### config.mk
export PLATFORM = sky130hd
export DESIGN_NAME = mem_arbiter_flat
export DESIGN_NICKNAME = d
export VERILOG_FILES = /design/src/rtl/mem_arbiter_if.sv /design/src/rtl/mem_arbiter.sv /design/src/flat_wrapper.sv
export SDC_FILE = /design/constraint.sdc
export NUM_CORES = 1
export LEC_CHECK = 0
export ABC_AREA = 1
export CORE_ASPECT_RATIO = 0.9
export CORE_MARGIN = 4
export CORE_UTILIZATION = 41
export CTS_CLUSTER_DIAMETER = 30
export DETAILED_ROUTE_END_ITERATION = 10
export PLACE_DENSITY = 0.91
export SYNTH_ARGS = -nofsm -noshare
export SYNTH_HDL_FRONTEND = slang
export SYNTH_SLANG_ARGS = --single-unit
export TNS_END_PERCENT = 20
### constraint.sdc
create_clock -name clk -period 3.7 [get_ports clk]
set_input_delay 0.37 -clock clk [delete_from_list [all_inputs] [get_ports clk]]
set_output_delay 0.37 -clock clk [all_outputs]
set_load 0.01 [all_outputs]
### src/rtl/mem_arbiter_if.sv
// Bus bundle between the two requesters (D = load/store, I = fetch), the arbiter and the
// single-port data memory.
interface mem_arbiter_if #(
    parameter int DATA_WIDTH = 32
);
    // Handshake: a requester raises *_req with its fields and holds all of them stable until it
    // sees the one-cycle *_ready pulse; *_rdata is meaningful only in that cycle. The arbiter
    // drives m_en for exactly one cycle per access, and m_we is qualified by m_en.
    logic                  d_req;
    logic                  d_we;
    logic [1:0]            d_type;
    logic                  d_sign_ext;
    logic [DATA_WIDTH-1:0] d_addr;
    logic [DATA_WIDTH-1:0] d_wdata;
    logic                  d_ready;
    logic [DATA_WIDTH-1:0] d_rdata;

    logic                  i_req;
    logic [DATA_WIDTH-1:0] i_addr;
    logic                  i_ready;
    logic [DATA_WIDTH-1:0] i_rdata;

    logic                  m_en;
    logic                  m_we;
    logic [1:0]            m_type;
    logic                  m_sign_ext;
    logic [DATA_WIDTH-1:0] m_addr;
    logic [DATA_WIDTH-1:0] m_wdata;
    logic [DATA_WIDTH-1:0] m_rdata;

    modport slave (
        input  d_req, d_we, d_type, d_sign_ext, d_addr, d_wdata,
        output d_ready, d_rdata,
        input  i_req, i_addr,
        output i_ready, i_rdata,
        output m_en, m_we, m_type, m_sign_ext, m_addr, m_wdata,
        input  m_rdata
    );

    modport master (
        output d_req, d_we, d_type, d_sign_ext, d_addr, d_wdata,
        input  d_ready, d_rdata,
        output i_req, i_addr,
        input  i_ready, i_rdata,
        input  m_en, m_we, m_type, m_sign_ext, m_addr, m_wdata,
        output m_rdata
    );
endinterface

### src/rtl/mem_arbiter.sv
// Two-port arbiter in front of a single-port data memory: data port has priority, fetch is
// forced through after MAX_DATA_BURST consecutive data grants while it waits.
module mem_arbiter #(
    parameter int DATA_WIDTH     = 32,
    parameter int MEM_LATENCY    = 1,
    parameter int MAX_DATA_BURST = 4
) (
    input  logic         clk,
    input  logic         rst,
    mem_arbiter_if.slave bus,
    output logic [1:0]   dbg_state
);
    localparam int CW = (MEM_LATENCY > 1) ? $clog2(MEM_LATENCY) : 1;
    localparam int BW = $clog2(MAX_DATA_BURST + 1);
    localparam logic [CW-1:0] WAIT_INIT = CW'(MEM_LATENCY - 1);
    localparam logic [BW-1:0] BURST_MAX = BW'(MAX_DATA_BURST);

    typedef enum logic [1:0] {IDLE, ISSUE, WAIT, RESP} state_t;

    state_t                state_q, state_d;
    logic                  gnt_i_q, gnt_i_d;
    logic                  we_q, we_d;
    logic [1:0]            type_q, type_d;
    logic                  sign_q, sign_d;
    logic [DATA_WIDTH-1:0] addr_q, addr_d;
    logic [DATA_WIDTH-1:0] wdata_q, wdata_d;
    logic [DATA_WIDTH-1:0] rdata_q, rdata_d;
    logic [BW-1:0]         burst_q, burst_d;
    logic [CW-1:0]         cnt_q, cnt_d;
    logic                  grant_i;

    always_comb begin
        state_d = state_q;
        gnt_i_d = gnt_i_q;
        we_d    = we_q;
        type_d  = type_q;
        sign_d  = sign_q;
        addr_d  = addr_q;
        wdata_d = wdata_q;
        rdata_d = rdata_q;
        burst_d = burst_q;
        cnt_d   = cnt_q;
        grant_i = 1'b0;
        case (state_q)
            IDLE: begin
                if (!bus.i_req) begin
                    burst_d = '0;
                end
                if (bus.d_req || bus.i_req) begin
                    // Fetch wins only when data is absent or has used up its burst allowance.
                    grant_i = bus.i_req && !(bus.d_req && (burst_q < BURST_MAX));
                    gnt_i_d = grant_i;
                    state_d = ISSUE;
                    if (grant_i) begin
                        we_d    = 1'b0;
                        type_d  = 2'b10;
                        sign_d  = 1'b0;
                        addr_d  = bus.i_addr;
                        burst_d = '0;
                    end else begin
                        we_d    = bus.d_we;
                        type_d  = bus.d_type;
                        sign_d  = bus.d_sign_ext;
                        addr_d  = bus.d_addr;
                        wdata_d = bus.d_wdata;
                        if (bus.i_req) begin
                            burst_d = burst_q + BW'(1);
                        end
                    end
                end
            end
            ISSUE: begin
                cnt_d   = WAIT_INIT;
                state_d = we_q ? RESP : WAIT;
            end
            WAIT: begin
                if (cnt_q == '0) begin
                    rdata_d = bus.m_rdata;
                    state_d = RESP;
                end else begin
                    cnt_d = cnt_q - CW'(1);
                end
            end
            RESP: state_d = IDLE;
            default: state_d = IDLE;
        endcase
    end

    // Reset drops any captured read; a store already issued has reached memory.
    always_ff @(posedge clk) begin
        if (rst) begin
            state_q <= IDLE;
            gnt_i_q <= 1'b0;
            we_q    <= 1'b0;
            type_q  <= '0;
            sign_q  <= 1'b0;
            addr_q  <= '0;
            wdata_q <= '0;
            rdata_q <= '0;
            burst_q <= '0;
            cnt_q   <= '0;
        end else begin
            state_q <= state_d;
            gnt_i_q <= gnt_i_d;
            we_q    <= we_d;
            type_q  <= type_d;
            sign_q  <= sign_d;
            addr_q  <= addr_d;
            wdata_q <= wdata_d;
            rdata_q <= rdata_d;
            burst_q <= burst_d;
            cnt_q   <= cnt_d;
        end
    end

    assign bus.m_en       = (state_q == ISSUE);
    assign bus.m_we       = bus.m_en & we_q;
    assign bus.m_type     = type_q;
    assign bus.m_sign_ext = sign_q;
    assign bus.m_addr     = addr_q;
    assign bus.m_wdata    = wdata_q;
    assign bus.d_ready    = (state_q == RESP) & ~gnt_i_q;
    assign bus.i_ready    = (state_q == RESP) &  gnt_i_q;
    assign bus.d_rdata    = bus.d_ready ? rdata_q : '0;
    assign bus.i_rdata    = bus.i_ready ? rdata_q : '0;
    assign dbg_state      = state_q;
endmodule

### src/flat_wrapper.sv
// flat-port wrapper written by rule: the top's interface ports become plain ports
module mem_arbiter_flat 
#(
    parameter int DATA_WIDTH     = 32,
    parameter int MEM_LATENCY    = 1,
    parameter int MAX_DATA_BURST = 4
)
  (clk, rst, dbg_state, bus_d_req, bus_d_we, bus_d_type, bus_d_sign_ext, bus_d_addr, bus_d_wdata, bus_d_ready, bus_d_rdata, bus_i_req, bus_i_addr, bus_i_ready, bus_i_rdata, bus_m_en, bus_m_we, bus_m_type, bus_m_sign_ext, bus_m_addr, bus_m_wdata, bus_m_rdata);
  mem_arbiter_if #(.DATA_WIDTH(DATA_WIDTH)) bus_i ();
  input  logic clk;
  input  logic rst;
  output logic [1:0] dbg_state;
  input wire logic [$bits(bus_i.d_req)-1:0] bus_d_req;
  input wire logic [$bits(bus_i.d_we)-1:0] bus_d_we;
  input wire logic [$bits(bus_i.d_type)-1:0] bus_d_type;
  input wire logic [$bits(bus_i.d_sign_ext)-1:0] bus_d_sign_ext;
  input wire logic [$bits(bus_i.d_addr)-1:0] bus_d_addr;
  input wire logic [$bits(bus_i.d_wdata)-1:0] bus_d_wdata;
  output wire logic [$bits(bus_i.d_ready)-1:0] bus_d_ready;
  output wire logic [$bits(bus_i.d_rdata)-1:0] bus_d_rdata;
  input wire logic [$bits(bus_i.i_req)-1:0] bus_i_req;
  input wire logic [$bits(bus_i.i_addr)-1:0] bus_i_addr;
  output wire logic [$bits(bus_i.i_ready)-1:0] bus_i_ready;
  output wire logic [$bits(bus_i.i_rdata)-1:0] bus_i_rdata;
  output wire logic [$bits(bus_i.m_en)-1:0] bus_m_en;
  output wire logic [$bits(bus_i.m_we)-1:0] bus_m_we;
  output wire logic [$bits(bus_i.m_type)-1:0] bus_m_type;
  output wire logic [$bits(bus_i.m_sign_ext)-1:0] bus_m_sign_ext;
  output wire logic [$bits(bus_i.m_addr)-1:0] bus_m_addr;
  output wire logic [$bits(bus_i.m_wdata)-1:0] bus_m_wdata;
  input wire logic [$bits(bus_i.m_rdata)-1:0] bus_m_rdata;
  assign bus_i.d_req = bus_d_req;
  assign bus_i.d_we = bus_d_we;
  assign bus_i.d_type = bus_d_type;
  assign bus_i.d_sign_ext = bus_d_sign_ext;
  assign bus_i.d_addr = bus_d_addr;
  assign bus_i.d_wdata = bus_d_wdata;
  assign bus_d_ready = bus_i.d_ready;
  assign bus_d_rdata = bus_i.d_rdata;
  assign bus_i.i_req = bus_i_req;
  assign bus_i.i_addr = bus_i_addr;
  assign bus_i_ready = bus_i.i_ready;
  assign bus_i_rdata = bus_i.i_rdata;
  assign bus_m_en = bus_i.m_en;
  assign bus_m_we = bus_i.m_we;
  assign bus_m_type = bus_i.m_type;
  assign bus_m_sign_ext = bus_i.m_sign_ext;
  assign bus_m_addr = bus_i.m_addr;
  assign bus_m_wdata = bus_i.m_wdata;
  assign bus_i.m_rdata = bus_m_rdata;
  mem_arbiter #(.DATA_WIDTH(DATA_WIDTH), .MEM_LATENCY(MEM_LATENCY), .MAX_DATA_BURST(MAX_DATA_BURST)) u_core (.clk(clk), .rst(rst), .bus(bus_i), .dbg_state(dbg_state));
endmodule
==> results by stage, run 1 <==
Die:
- The die is 110 µm tall.
- The die area is 0.0134 mm².
- The area inside the core boundary is 0.0114 mm².
- The I/O pin count is 273.
- The floorplan step set the die width to 122 µm.
- The row count is 37.
- The initial core utilization is 41.8%.

Hold path:
- The worst hold-check path type is flop to flop.
- The terminating pin of the worst hold path is u_core.rdata_q[22]$_SDFFE_PP0N_.
- The source of the worst hold timing path is u_core.rdata_q[22]$_SDFFE_PP0N_.
- The worst hold path was traced through 2 stages.

Global route:
- Global routing used 7.55% of the available met3 tracks.
- The total track usage is 21.4%.
- The global-route wire length before repair is 23100 µm.
- The overall overflow remaining after global route is 0.
- The most used routing layer in global routing is met2.
- The initial antenna violation count is 0.
- In the global route stage, met1 resource usage came out at 23.8%.
- The largest net degree at the start of global routing is 65.
- The via count of the first global-routing pass is 4736.
- Global routing consumed, on the met2 layer, 39.3% of the routing resources.

Power and ir drop:
- The leakage power total is 3.14 nW.
- Power spread over the standard cell area amounts to 585 mW/mm².
- The completed layout was analyzed and its total power is 4.55 mW.
- IR analysis of the VDD net gives a maximum drop of 0.323 mV.

Clock tree:
- Once the clock tree was built, the resizer swapped 0 gates to a different size.
- The clock net sink count is 106.
- The root buffer cell is clkbuf_16.
- In this run, post-CTS hold repair placed 0 buffers.
- The maximum level of the CTS H-tree is 3.
- The clock latency on the worst-skew pair is 0.33 ns.
- The clock tree buffer depth is 2.
- The number of buffers inserted during clock tree synthesis is 9.
- Buffers added to address setup during post-CTS repair amount to 0.
- The CTS tree is yes.
- Clock-pin slew was measured on the worst setup and hold paths at 0.07 ns.

Detailed routing:
- Using the TritonRoute via totals, the vias-per-cell ratio works out to 4.74.
- The number of nets with antenna violations after detailed routing is 0.
- The total detailed-routing wirelength is 15300 µm.
- The iteration count of the initial detailed-routing pass is 6.
- The number of DRC markers in iteration 0 is 412.
- The routed layout has 5266 vias.
- The average wire per cell in the routed design is 13.8 µm.
- For this run, design rule violations remaining after detail routing come to 0.

Yosys:
- After synthesis, flip-flops and latches occupy 44.6% of the total area.
- The average cell area after synthesis is 6.74 µm².
- The number of nets in the synthesized netlist is 848.
- The synthesized netlist devotes 1.58% of its cell area to adder and majority cells.
- The share of the synthesized netlist area taken by xor and xnor gates is 0%.
- The mapped netlist covers 0.00476 mm².
- After synthesis the netlist holds a flip-flop and latch count of 106.
- In the synthesized netlist, the number of instances is 706.
- The post-synthesis mux area share is 0%.
- The count of distinct cell types in the synthesized netlist is 21.
- During synthesis, Yosys emitted a total of 0 warnings.
- The synthesized netlist devotes 14.9% of its cell area to compound gates.
- Of the total synthesized cell area, the portion taken by AND, OR, NAND and NOR gates is 26.9%.
- After synthesis, the largest family of logic cells by area is simple AND/OR/NAND/NOR gates.

Critical path:
- The kind of critical path is flop to primary output.
- Counting both buffers and inverters, the worst setup path holds a total of 1.
- The critical path's largest stage delay is 0.62 ns.
- The required time reported for the critical path endpoint is 3.33 ns.
- In this run the critical register-to-register path is launched from u_core.dbg_state[0]$_SDFFE_PP0P_.
- Counting cells, the worst reg-to-reg path comes to 8.
- The largest fanout of any net on the critical path is 33.
- The cell family contributing the most delay on the critical path is simple AND/OR/NAND/NOR gates.
- The element type at the critical path start is a flop.
- At the worst endpoint, the arrival time is 2.53 ns.
- The reg-to-reg setup timing slack is 1.50 ns.
- The capture instance of the worst register-to-register path is u_core.bus.m_wdata[27]$_SDFFE_PP0P_.
- The critical path capture point type is a primary output.
- For this design, the slowest cell found on the critical path is nand2_1.
- The signal on the critical path passes through ha_1, nand2_1, nor2_1, clkdlybuf4s50_1.

Final layout:
- In the layout the commonest cells are 272 x clkdlybuf4s50_1, 231 x nor2_1, 106 x dfxtp_1.
- In the final design database the tool counted 1091 nets.
- Relative to the synthesized area, the layout overhead comes to 63.7%.
- The count of filler cells inserted in the layout is 955.
- The library cell used most frequently in the layout, excluding fill and tap cells, is clkdlybuf4s50_1.
- Cells with a size suffix above 1 make up 3.04% of the layout.
- 0 antenna diodes ended up in the layout.

Timing:
- The maximum frequency from static timing analysis is 0.344 GHz.
- The slew at the pin with the worst max-slew slack is 1.12 ns.
- Setup violations remaining at the end of the flow were counted as 0.
- The clock skew after layout is 0.00714 ns.
- The aggregate negative setup slack is 0 ns.
- Setup repair after global routing left no endpoint under its margin.
- The share of the clock period used by the worst path is 78.5%.
- The remaining max-slew budget at the tightest pin is 25.1%.
- The final number of max-transition violations was 0.
- The routed design could run at a clock period as short as 2.90 ns.
- The hold violation count in the final report is 0.

Run:
- Max-cap violations in this run came to 0.

Placed design:
- Routability-driven placement finished with a final weighted congestion of 0.799.
- Detailed placement ended at an HPWL of 11400 µm.
- Input and output buffers added on the ports amount to 272.

Outcome:
- The flow ran to the end, and the final reports show no timing, DRC or antenna violations.
registers in the layout, indices dropped and copies added, names as in the netlist:
name / flops
u_core.bus.m_addr: 32
u_core.we_q: 1
u_core.gnt_i_q: 1
u_core.dbg_state: 2
u_core.bus.m_wdata: 32
u_core.rdata_q: 32
u_core.bus.m_type: 2
u_core.bus.m_sign_ext: 1
u_core.burst_q: 3
cell usage after synthesis (all sizes together):
library cell	number	share of area, %
a21oi	38	4.0
buf	24	3.7
clkbuf	22	1.7
clkinv	1	0.079
dfxtp	106	45
ha	6	1.6
inv	82	6.5
nand2	57	4.6
nand3	34	3.6
nand4	2	0.26
nor2	232	18
o21ai	101	11
o21bai	1	0.16
metrics by stage:
step	area [µm²]	util (%)	instances	worst slack, ns	hold WS [ns]
after floorplan	4760	-	706	1.97	0.439
after global placement	7480	65.7	1094	1.21	0.458
after detailed placement	7480	65.7	1094	1.14	0.470
after CTS	7790	68.4	1110	0.772	0.481
after global routing	7790	68.4	1110	0.655	0.504
final	7790	68.4	1110	0.797	0.478
cell families (layout without fill, tap and decap cells):
kind of cell               Yosys count  count (layout)
and+or+nand+nor                    325             325
AOI/OAI and AO/OA                  140             140
buffers and inverters              129             377
DFF                                106             106
adders and majority gates            6               6
worst register-to-register path, cell delays in order, from the launching register on:
cell and delay (ns):
dfxtp_1 0.44, inv_1 0.12, ha_1 0.28, nand2_1 0.10
inv_2 0.06, nand2_2 0.41, inv_2 0.39, nor2_1 0.24
nor2_1 0.07
routing by layer:
layer | part of all wire (%) | up-vias
met5 | 0 | -
met4 | 1.2 | 0
met3 | 9.4 | 16
met2 | 51 | 205
met1 | 39 | 2367
li1 | - | 2678
worst max-delay path by stage:
stage               depth (start not counted)  slack, ns                              from                           endpoint
global route                                4       0.66  u_core.dbg_state[0]$_SDFFE_PP0P_                    bus_i_rdata[26]
detailed placement                          4       1.14  u_core.dbg_state[0]$_SDFFE_PP0P_                    bus_i_rdata[26]
global placement                            8       1.21                         bus_i_req  u_core.bus.m_type[1]$_SDFFE_PP0P_
CTS                                         4       0.77  u_core.dbg_state[0]$_SDFFE_PP0P_                    bus_i_rdata[26]
finish                                      4       0.80  u_core.dbg_state[0]$_SDFFE_PP0P_                    bus_i_rdata[24]
floorplan                                   6       1.97  u_core.dbg_state[0]$_SDFFE_PP0P_                     bus_d_rdata[0]
power breakdown:
group	switching, mW	internal [mW]	leakage (nW)
Sequential	0.162	1.51	0.875
Combinational	1.03	0.888	2.12
Clock	0.417	0.546	0.138
Total	1.61	2.95	3.14
final cells by class:
cell class | instances | area, µm² | area share, %
tap | 156 | 195 | 2.51
multi-input combinational | 471 | 2060 | 26.5
inverter | 83 | 312 | 4.00
timing repair buffer | 278 | 2790 | 35.9
clock inverter | 5 | 61.3 | 0.787
sequential | 106 | 2120 | 27.2
clock buffer | 11 | 243 | 3.12
Note: power is estimated with default switching activity, not from simulation.
==> run 2: changes to the inputs <==
Settings changed: CORE_UTILIZATION 41 to 35, PLACE_DENSITY 0.91 to 0.83.
Clock period 3.7 ns to 2.59 ns, I/O delays scaled along.
==> results by stage, run 2 (synthesis gave the netlist of run 1 again) <==
Timing:
- The number of setup violations in the final report came to 0 (unchanged).
- The final number of max-transition violations was 0 (unchanged).
- Subtracting the final worst setup slack from the clock period gives 2.39 ns.
- The remaining max-slew budget at the tightest pin is 63.4% (+38 points).
- The slew at the pin with the worst max-slew slack is 0.548 ns (-0.572 ns).
- Derived from the worst setup path, the maximum achievable clock frequency is 0.419 GHz.
- The clock skew after layout was 0.00629 ns (-0.000848 ns).
- The aggregate negative setup slack was 0 ns (unchanged).
- The share of the clock period used by the worst path is 92.1%.
- Setup repair after global routing left no endpoint under its margin.
- The hold violation count in the final report is 0 (unchanged).

Power and ir drop:
- The sequential cell fraction of total power is 36.3% (-0.4 points).
- The switching power total is 2.33 mW (+45%).
- The final total power was 6.57 mW (+44%).
- The leakage power total is 3.18 nW (+1.3%).
- The internal power consumption came to 4.24 mW (+44%).
- The largest vdd supply drop is 0.453 mV (+40%).
- The share of power burned in the clock network is 21.7% (+0.6 points).
- The fraction of power spent switching nets is 35.4% (+0.12 points).
- The combinational power share came to 42.0% (about the same).
- The power density relative to cell area is 835 mW/mm² (+43%).

Critical path:
- The largest fanout of any net on the critical path is 32 (-3.0%).
- For this design, the slowest cell found on the critical path is clkdlybuf4s50_1.
- The critical path's largest stage delay was 0.57 ns (-0.05 ns).
- The critical path in this run is classified as flop to primary output.
- The arrival time of data at the critical path endpoint came to 2.13 ns (-0.40 ns).
- The worst setup path is launched from a flop.
- The critical path goes through ha_1, inv_1, nor2_1, inv_1, buf_4, nor2_1, clkdlybuf4s50_1.
- The critical path capture point type is a primary output.
- The critical path's top delay family is buffers and inverters.
- The required time reported for the critical path endpoint is 2.33 ns (-1.00 ns).
- The buffering stage count on the worst path with inverters included came to 4 (+3).

Clock tree:
- The clock net sink count is 106 (unchanged).
- The CTS clock-pin slew for the worst setup and hold paths was 0.07 ns (about the same).
- TritonCTS built the clock tree.
- The clock latency on the worst-skew pair is 0.35 ns (+0.02 ns).
- The setup fix buffers added after clock tree synthesis came to 0 (unchanged).
- The clock tree buffer depth is 2 (unchanged).
- The number of buffers inserted by hold repair at cts came to 0 (unchanged).
- In this run the clock root is driven by a clkbuf_16.
- The maximum level of the CTS H-tree was 3 (unchanged).
- The number of buffers inserted during clock tree synthesis is 9 (unchanged).
- The total of cells resized after clock tree synthesis was 0 (unchanged).

Final layout:
- The utilization of the core after routing is 59.1% (-9.3 points).
- The share of final-layout standard cells stronger than drive strength 1 is 3.75% (+0.71 points).
- The number of non-filler instances in the completed layout was 1128 (+1.6%).
- The number of nets at the end of the flow is 1097 (+0.55%).
- The number of antenna repair diodes is 0 (unchanged).
- The library cells used most frequently in the layout, excluding fill and tap cells, are 272 x clkdlybuf4s50_1, 231 x nor2_1, 106 x dfxtp_1.
- From synthesis to final layout, the design area changed by 65.5%.
- Leaving out fill and tap cells, the most frequent cell in the layout is clkdlybuf4s50_1.

Detailed routing:
- The iteration count of the initial detailed-routing pass is 7 (+1).
- The total detailed-routing wirelength is 14900 µm (-2.4%).
- The average wire per cell in the routed design is 13.3 µm (-3.9%).
- The total via count in the routed design was 5155 (-2.1%).
- The number of DRC markers in iteration 0 is 245 (-41%).
- The number of remaining DRC errors is 0 (unchanged).
- The via-per-instance ratio is 4.57 (-3.7%).
- The number of nets with antenna violations after detailed routing is 0 (unchanged).

Placed design:
- The number of placed instances, taps included is 1112 (+1.6%).
- The number of buffers added on ports was 272 (unchanged).
- The HPWL after detailed placement is 11100 µm (-2.3%).
- The weighted congestion at the end of routability-driven global placement came to 0.791 (-0.95%).

Global route:
- The total track usage is 18.4% (-3.0 points).
- The via count of the first global-routing pass is 4765 (+0.61%).
- The initial antenna violation count is 0 (unchanged).
- The overall overflow remaining after global route is 0 (unchanged).
- The global-route wire length before repair is 22700 µm (-1.6%).
- The largest net degree at the start of global routing is 102 (+57%).

Hold path:
- The worst hold-check path type is flop to flop.

Die:
- The row count was 40 (+8.1%).
- The area inside the core boundary is 0.0133 mm² (+17%).
- The die area is 0.0155 mm² (+16%).
- The initial core utilization is 35.7% (-6.0 points).
- The I/O pin count is 273 (unchanged).
- The die height is 119 µm (+7.6%).
- The overall die width was 131 µm (+7.7%).

Run:
- The max-cap violation count was 0 (unchanged).

Outcome:
- The flow ran to the end, and the final reports show no timing, DRC or antenna violations.
run 2: layout make-up:
cell class	instances	area, µm²
Multi-Input combinational cell	471	2060
Clock buffer	10	239
Sequential cell	106	2120
Tap cell	168	210
Inverter	83	312
Timing Repair Buffer	284	2850
Clock inverter	6	73.8
Fill cell	1234	5440
run 2: worst min-delay path: stages (launching register included):
cell,delay [ns]
dfxtp_1,0.33
nor2_1,0.04
nor2_1,0.08
run 2: power groups by stage:
stage	combinational [mW]	sequential [mW]	clock [mW]
finish	2.76	2.38	1.43
global route	3.09	2.44	1.53
CTS	2.80	2.38	1.48
detailed placement	2.78	2.42	0
global placement	2.76	2.39	0
floorplan	1.43	2.56	0
run 2: worst paths after layout:
| check | from | endpoint | slack [ns] | cells after the start |
|---|---|---|---|---|
| worst max register to register | u_core.dbg_state[0]$_SDFFE_PP0P_ | u_core.bus.m_wdata[23]$_SDFFE_PP0P_ | 0.87 | 8 |
| worst min register to register | u_core.bus.m_wdata[3]$_SDFFE_PP0P_ | u_core.bus.m_wdata[3]$_SDFFE_PP0P_ | 0.48 | 2 |
| worst min-delay path | u_core.bus.m_wdata[3]$_SDFFE_PP0P_ | u_core.bus.m_wdata[3]$_SDFFE_PP0P_ | 0.48 | 2 |
| worst max-delay path | u_core.dbg_state[0]$_SDFFE_PP0P_ | bus_d_rdata[11] | 0.20 | 7 |
run 2: metal layers:
metal	up-vias	routed length, µm	share of wire [%]	global-route usage, %
met5	-	0	0	0
met1	2240	6050	40	20.5
met4	0	393	2.6	6.88
li1	2688	-	-	-
met3	25	1530	10	7.59
met2	202	6990	47	30.9
run 2: metrics by stage:
step | area, µm² | worst slack [ns] | hold slack [ns]
global route | 7870 | 0.0988 | 0.507
global placement | 7560 | 0.674 | 0.457
finish | 7870 | 0.204 | 0.481
floorplan | 4760 | 0.973 | 0.328
detailed placement | 7560 | 0.570 | 0.469
CTS | 7870 | 0.174 | 0.479
